===== src/rtl/demod_pkg.sv =====
// rtl/demod_pkg.sv - shared types and Q16.16 constants for the demodulation pipe
package demod_pkg;

    typedef enum logic [1:0] {
        IDLE   = 2'd0,
        ACCUM  = 2'd1,
        DECIDE = 2'd2
    } demod_state_t;

    localparam logic [31:0] Q_ONE   = 32'h0001_0000;
    localparam logic [31:0] Q_MONE  = 32'hFFFF_0000;
    localparam logic [31:0] SAT_MAX = 32'h7FFF_FFFF;
    localparam logic [31:0] SAT_MIN = 32'h8000_0000;

endpackage


===== src/rtl/sat_narrow.sv =====
// rtl/sat_narrow.sv - combinational signed saturating narrowing from IN_W to OUT_W bits
module sat_narrow #(
    parameter int IN_W  = 36,
    parameter int OUT_W = 32
) (
    input  logic signed [IN_W-1:0]  i_din,
    output logic signed [OUT_W-1:0] o_dout
);

    // The value fits iff every bit from the output sign bit upward agrees.
    logic [IN_W-OUT_W:0] w_upper;
    assign w_upper = i_din[IN_W-1:OUT_W-1];

    always_comb begin
        o_dout = i_din[OUT_W-1:0];
        if (!((&w_upper) || !(|w_upper))) begin
            if (i_din[IN_W-1]) begin
                o_dout = {1'b1, {(OUT_W-1){1'b0}}};
            end else begin
                o_dout = {1'b0, {(OUT_W-1){1'b1}}};
            end
        end
    end

endmodule


===== src/rtl/demod_bit_decide.sv =====
// rtl/demod_bit_decide.sv - sums N_SEG segment correlations into a saturated soft metric and hard bit
module demod_bit_decide
    import demod_pkg::*;
#(
    parameter int N_SEG = 10,
    parameter int W     = 32
) (
    input  logic                i_clk,
    input  logic                i_reset,
    input  logic                i_start,
    input  logic signed [W-1:0] i_seg_in,
    input  logic                i_seg_valid,
    output logic                o_bit_out,
    output logic [W-1:0]        o_metric,
    output logic                o_valid,
    output logic                o_busy
);

    localparam int ACC_W = W + 4;
    localparam int CNT_W = $clog2(N_SEG);
    localparam logic [CNT_W-1:0] LAST_CNT = CNT_W'(N_SEG - 1);

    demod_state_t            r_state;
    logic signed [ACC_W-1:0] r_acc;
    logic [CNT_W-1:0]        r_cnt;
    logic                    r_bit_out;
    logic [W-1:0]            r_metric;
    logic                    r_valid;
    logic                    r_busy;

    logic signed [ACC_W-1:0] w_seg_ext;
    logic signed [W-1:0]     w_sat;

    assign w_seg_ext = {{(ACC_W-W){i_seg_in[W-1]}}, i_seg_in};

    sat_narrow #(
        .IN_W  (ACC_W),
        .OUT_W (W)
    ) u_sat_narrow (
        .i_din  (r_acc),
        .o_dout (w_sat)
    );

    always_ff @(posedge i_clk or negedge i_reset) begin
        if (!i_reset) begin
            r_state   <= IDLE;
            r_acc     <= '0;
            r_cnt     <= '0;
            r_bit_out <= 1'b0;
            r_metric  <= '0;
            r_valid   <= 1'b0;
            r_busy    <= 1'b0;
        end else begin
            r_valid <= 1'b0;
            case (r_state)
                IDLE: begin
                    if (i_start) begin
                        r_acc   <= '0;
                        r_cnt   <= '0;
                        r_busy  <= 1'b1;
                        r_state <= ACCUM;
                    end
                end
                ACCUM: begin
                    if (i_seg_valid) begin
                        r_acc <= r_acc + w_seg_ext;
                        r_cnt <= r_cnt + 1'b1;
                        if (r_cnt == LAST_CNT) begin
                            r_state <= DECIDE;
                        end
                    end
                end
                DECIDE: begin
                    // A zero sum is a tie and resolves to 0, same as negative.
                    r_bit_out <= (r_acc > 0);
                    r_metric  <= w_sat;
                    r_valid   <= 1'b1;
                    r_busy    <= 1'b0;
                    r_state   <= IDLE;
                end
                default: begin
                    r_state <= IDLE;
                end
            endcase
        end
    end

    assign o_bit_out = r_bit_out;
    assign o_metric  = r_metric;
    assign o_valid   = r_valid;
    assign o_busy    = r_busy;

endmodule


===== config.mk =====
export PLATFORM = sky130hd
export DESIGN_NAME = demod_bit_decide
export DESIGN_NICKNAME = d
export VERILOG_FILES = /design/src/rtl/demod_pkg.sv /design/src/rtl/sat_narrow.sv /design/src/rtl/demod_bit_decide.sv
export SDC_FILE = /design/constraint.sdc
export NUM_CORES = 1
export LEC_CHECK = 0
export ABC_AREA = 0
export CORE_MARGIN = 2
export CORE_UTILIZATION = 40
export CTS_BUF_LIST = sky130_fd_sc_hd__clkbuf_4 sky130_fd_sc_hd__clkbuf_8
export CTS_CLUSTER_DIAMETER = 100
export CTS_CLUSTER_SIZE = 20
export DETAILED_ROUTE_END_ITERATION = 10
export GPL_TIMING_DRIVEN = 0
export PLACE_DENSITY = 0.74
export SLEW_MARGIN = 20
export SYNTH_ARGS = -nofsm -noshare
export SYNTH_HDL_FRONTEND = slang
export SYNTH_SLANG_ARGS = --single-unit

===== constraint.sdc =====
create_clock -name i_clk -period 3.2 [get_ports i_clk]
set_input_delay 0.96 -clock i_clk [delete_from_list [all_inputs] [get_ports i_clk]]
set_output_delay 0.96 -clock i_clk [all_outputs]
set_load 0.005 [all_outputs]

==> flow_summary_export.csv <==
group,metric,value,unit
floorplan,die_h,115,um
floorplan,die_x,115,um
yosys,synth_compound_area_share,26.3,%
worst_setup_path,worstSetupPathType,"input pin to flip-flop",
job,drv_cap,0,
clocking,cts-root-buf,"clkbuf_8",
yosys,synth_largest_area_cell,"dfrtp_1",
status,outcome,"finished, final reports clean",
grt,grt_max_degree,60,
grt,grt_pass1_vias,4767,
worst_setup_path,r2r_slack,0.40,ns
yosys,ys_seq_elements,77,
layout,fillCellCount,1013,
sta,slew_viol_final,0,
worst_setup_path,required,3.45,ns
place,dp.cells,818,
layout,layout.cells.non_filler,848,
worst_setup_path,crit_path_end_kind,"flip-flop",
routing,final_antenna_net_count,0,
sta,period_share,99.2,%
clocking,h-tree-depth,3,
worst_setup_path,critical_path.top_delay_family,"compound AO/OA/AOI/OAI gates",
worst_setup_path,path_cells,"dlygate4sd2_1 > ha_4 > fa_2 > a21oi_4 > o211a_1 > nor4_1 > o21ai_2 > nand3b_1 > a31oi_2 > o21ai_1 > xnor2_1 > a22o_1",
yosys,synth.avg_cell_area,8.57,um2
sta,timing.final.ws_setup,0.0241,ns
clocking,cts-buffers-inserted,9,
place,post-dp-hpwl,10300,um
yosys,synth_xor_area_share,6.00,%
clocking,path_clk_slew,0.08,ns
worst_setup_path,startpoint_type,"input pin",
routing,wire_per_inst,17.7,um
routing,vias_per_cell,5.74,
routing,wl,15000,um
floorplan,initial_core_util,41.1,%
routing,drt_iter0_drc,408,
layout,nets,749,
sta,setup_viol,0,
floorplan,rows,40,
sta,finalSetupTns,0,ns
worst_setup_path,ff2ff_path_depth,11,
place,routabilityCongestion,0.973,
yosys,ys_warn_count,0,
clocking,clk_latency,0.37,ns
clocking,cts_hold_buffers,0,
yosys,ys.flop_type,"dfrtp_1",
sta,worstMarginPinSlew,0.777,ns
routing,drtPass1Iterations,5,
clocking,cts.sinks,77,
grt,track_usage,22.4,%
layout,drive_gt1_share,16.8,%
grt,antenna_found_initial,0,
sta,slew_headroom,48.0,%
yosys,synthTopCellsByArea,"dfrtp_1 (39%), ha_1 (9.3%), nand2_1 (7.2%)",
clocking,cts_tree,"yes",
yosys,synthSimpleGateAreaFrac,15.8,%
yosys,syn_inst,579,
yosys,synth_fp_nets,653,
yosys,synth_top_family_by_area,"compound AO/OA/AOI/OAI gates",
yosys,synth-seq-area-share,38.8,%
worst_setup_path,crit_slowest_cell,"nor4_1",
yosys,synth_enable_flop_cells,0,
sta,finalCriticalPeriod,3.18,ns
layout,diodes,0,
floorplan,ios,71,
yosys,synth_fa_ha_area_share,9.74,%
yosys,syn-cell-area,4960,um2
worst_setup_path,r2r_start,"r_acc[20]$_DFFE_PN0P_",
sta,fmax,315,MHz
clocking,cts_buffer_depth,2,
worst_setup_path,crit_path_max_incr_delay,0.51,ns
yosys,synthDistinctLibCells,52,
yosys,yosysTopAreaCellShare,38.8,%
sta,finClkSkew,0.0114,ns
pwr,p_leak,2.92,nW
pwr,power_density,1020,nW/um2
worst_setup_path,path_buf_inv,1,
worst_setup_path,cp_max_fo,3,
pwr,ir_drop,0.000346,V
min_path,min_path_type,"input pin to async pin",
worst_setup_path,critPathArrivalTime,3.43,ns
place,numPortBuffers,70,
worst_setup_path,r2r_end,"r_acc[35]$_DFFE_PN0P_",
grt,grt.overflow.total,0,
layout,area_growth,37.0,%
floorplan,core,12100,um2
routing,num_vias,4864,
floorplan,dieArea,13300,um2
yosys,async_flop_share,100,%
yosys,muxShareOfSynthArea,0.227,%
place,place_worst_setup_slack,-0.932,ns
routing,drc,0,
sta,hold_viol_final,0,
grt,grt_first_pass_wirelength,23400,um
## worst max-delay path by stage
stage / start / to / slack [ns] / cells past startpoint
3_3_place_gp: i_reset / r_acc[27]$_DFFE_PN0P_ / -1.43 / 1
5_1_grt: i_seg_in[0] / r_acc[30]$_DFFE_PN0P_ / -0.05 / 12
2_1_floorplan: i_seg_in[16] / r_acc[35]$_DFFE_PN0P_ / 0.0008 / 11
6_report: i_seg_in[0] / r_acc[30]$_DFFE_PN0P_ / 0.02 / 12
3_5_place_dp: i_seg_in[0] / r_acc[30]$_DFFE_PN0P_ / -0.93 / 12
4_1_cts: i_seg_in[23] / r_acc[30]$_DFFE_PN0P_ / 0.03 / 11
## synthesized netlist by cell type, types with 3 or more instances
cell type	count
o21ai_0	69
clkbuf_1	28
nor2_1	20
nand2_1	95
a21o_1	25
a21oi_1	70
inv_1	8
nor2b_1	5
xor2_1	18
or2_2	3
dfrtp_1	77
and3_1	6
xnor2_1	16
nor4_1	9
o31ai_1	3
o21bai_1	7
a31oi_1	4
nand4_1	8
ha_1	37
nand3_1	8
o211ai_1	3
nor3_1	9
o21ai_1	11
a22o_1	7
## repair_timing
item                       in CTS  in global routing
setup buffers                  13                  7
pin swaps                      23                 20
gates resized for setup        89                 25
setup endpoints to repair      19                  9
## registers in the layout (all words and copies together), names as in the netlist
| name | count |
|---|---|
| r_cnt | 4 |
| o_busy | 1 |
| o_valid | 1 |
| o_bit_out | 1 |
| r_acc | 36 |
| r_state | 2 |
| o_metric | 32 |
## metal layers
layer	up-vias	part of all wire, %	GRT usage, %
li1	2285	-	-
met1	2328	43	28.2
met2	205	48	37.2
met3	46	6.3	4.59
met4	0	3.2	10.2
met5	-	0	0
## power breakdown
| group | switching [mW] | leakage, nW | internal [mW] |
|---|---|---|---|
| Clock | 0.372 | 0.123 | 0.515 |
| Combinational | 2.16 | 1.80 | 2.01 |
| Sequential | 0.500 | 0.994 | 1.36 |
## final cells by class
cell class,count,area (um2),area share [%]
Clock buffer,9,124,1.82
Sequential cell,77,1930,28.4
Buffer,24,98.8,1.45
Multi-Input combinational cell,464,3420,50.4
Timing Repair Buffer,91,870,12.8
Tap cell,168,210,3.09
Clock inverter,7,114,1.68
Inverter,8,30.0,0.442
## stage by stage
stage	util [%]	hold WS (ns)	area [um2]	power [mW]
floorplan	-	0.473	4980	4.08
global placement	48.8	0.460	5890	4.99
detailed placement	49.0	0.470	5920	5.11
CTS	55.2	0.460	6660	6.59
global route	56.3	0.472	6800	7.40
finish	56.3	0.469	6800	6.92
## cells in the final DEF, fill, tap and decap left out, types with 8 or more instances in the layout
cell type,n
nand2_1,94
dfrtp_1,77
o21ai_0,64
a21oi_1,56
clkdlybuf4s50_1,46
ha_4,26
a21o_1,25
clkbuf_1,22
buf_4,21
nor2_1,18
xor2_1,18
xnor2_1,16
dlygate4sd2_1,16
o21ai_1,12
a21oi_2,12
ha_1,10
nor3_1,9
clkbuf_8,9
inv_1,8
nor4_1,8
nand4_1,8
## worst reg2reg max path: stages, from the launching register on
cell       delay, ns
dfrtp_1         0.46
ha_4            0.30
buf_6           0.12
nand4_1         0.17
nor2_4          0.18
nand2_1         0.11
a311oi_4        0.40
o2111ai_4       0.18
a21oi_2         0.21
o31ai_1         0.12
and3_4          0.18
a211o_1         0.27
## cells by family (layout without fill, tap and decap cells)
| logic type | after synthesis | count (layout) |
|---|---|---|
| AO/OA/AOI/OAI | 219 | 219 |
| AND/OR/NAND/NOR | 172 | 172 |
| flip-flops | 77 | 77 |
| adder cells (fa/ha/maj) | 38 | 38 |
| buffers and inverters | 38 | 139 |
| XOR/XNOR | 34 | 34 |
| multiplexers | 1 | 1 |
(Power assumes the default switching activity.)
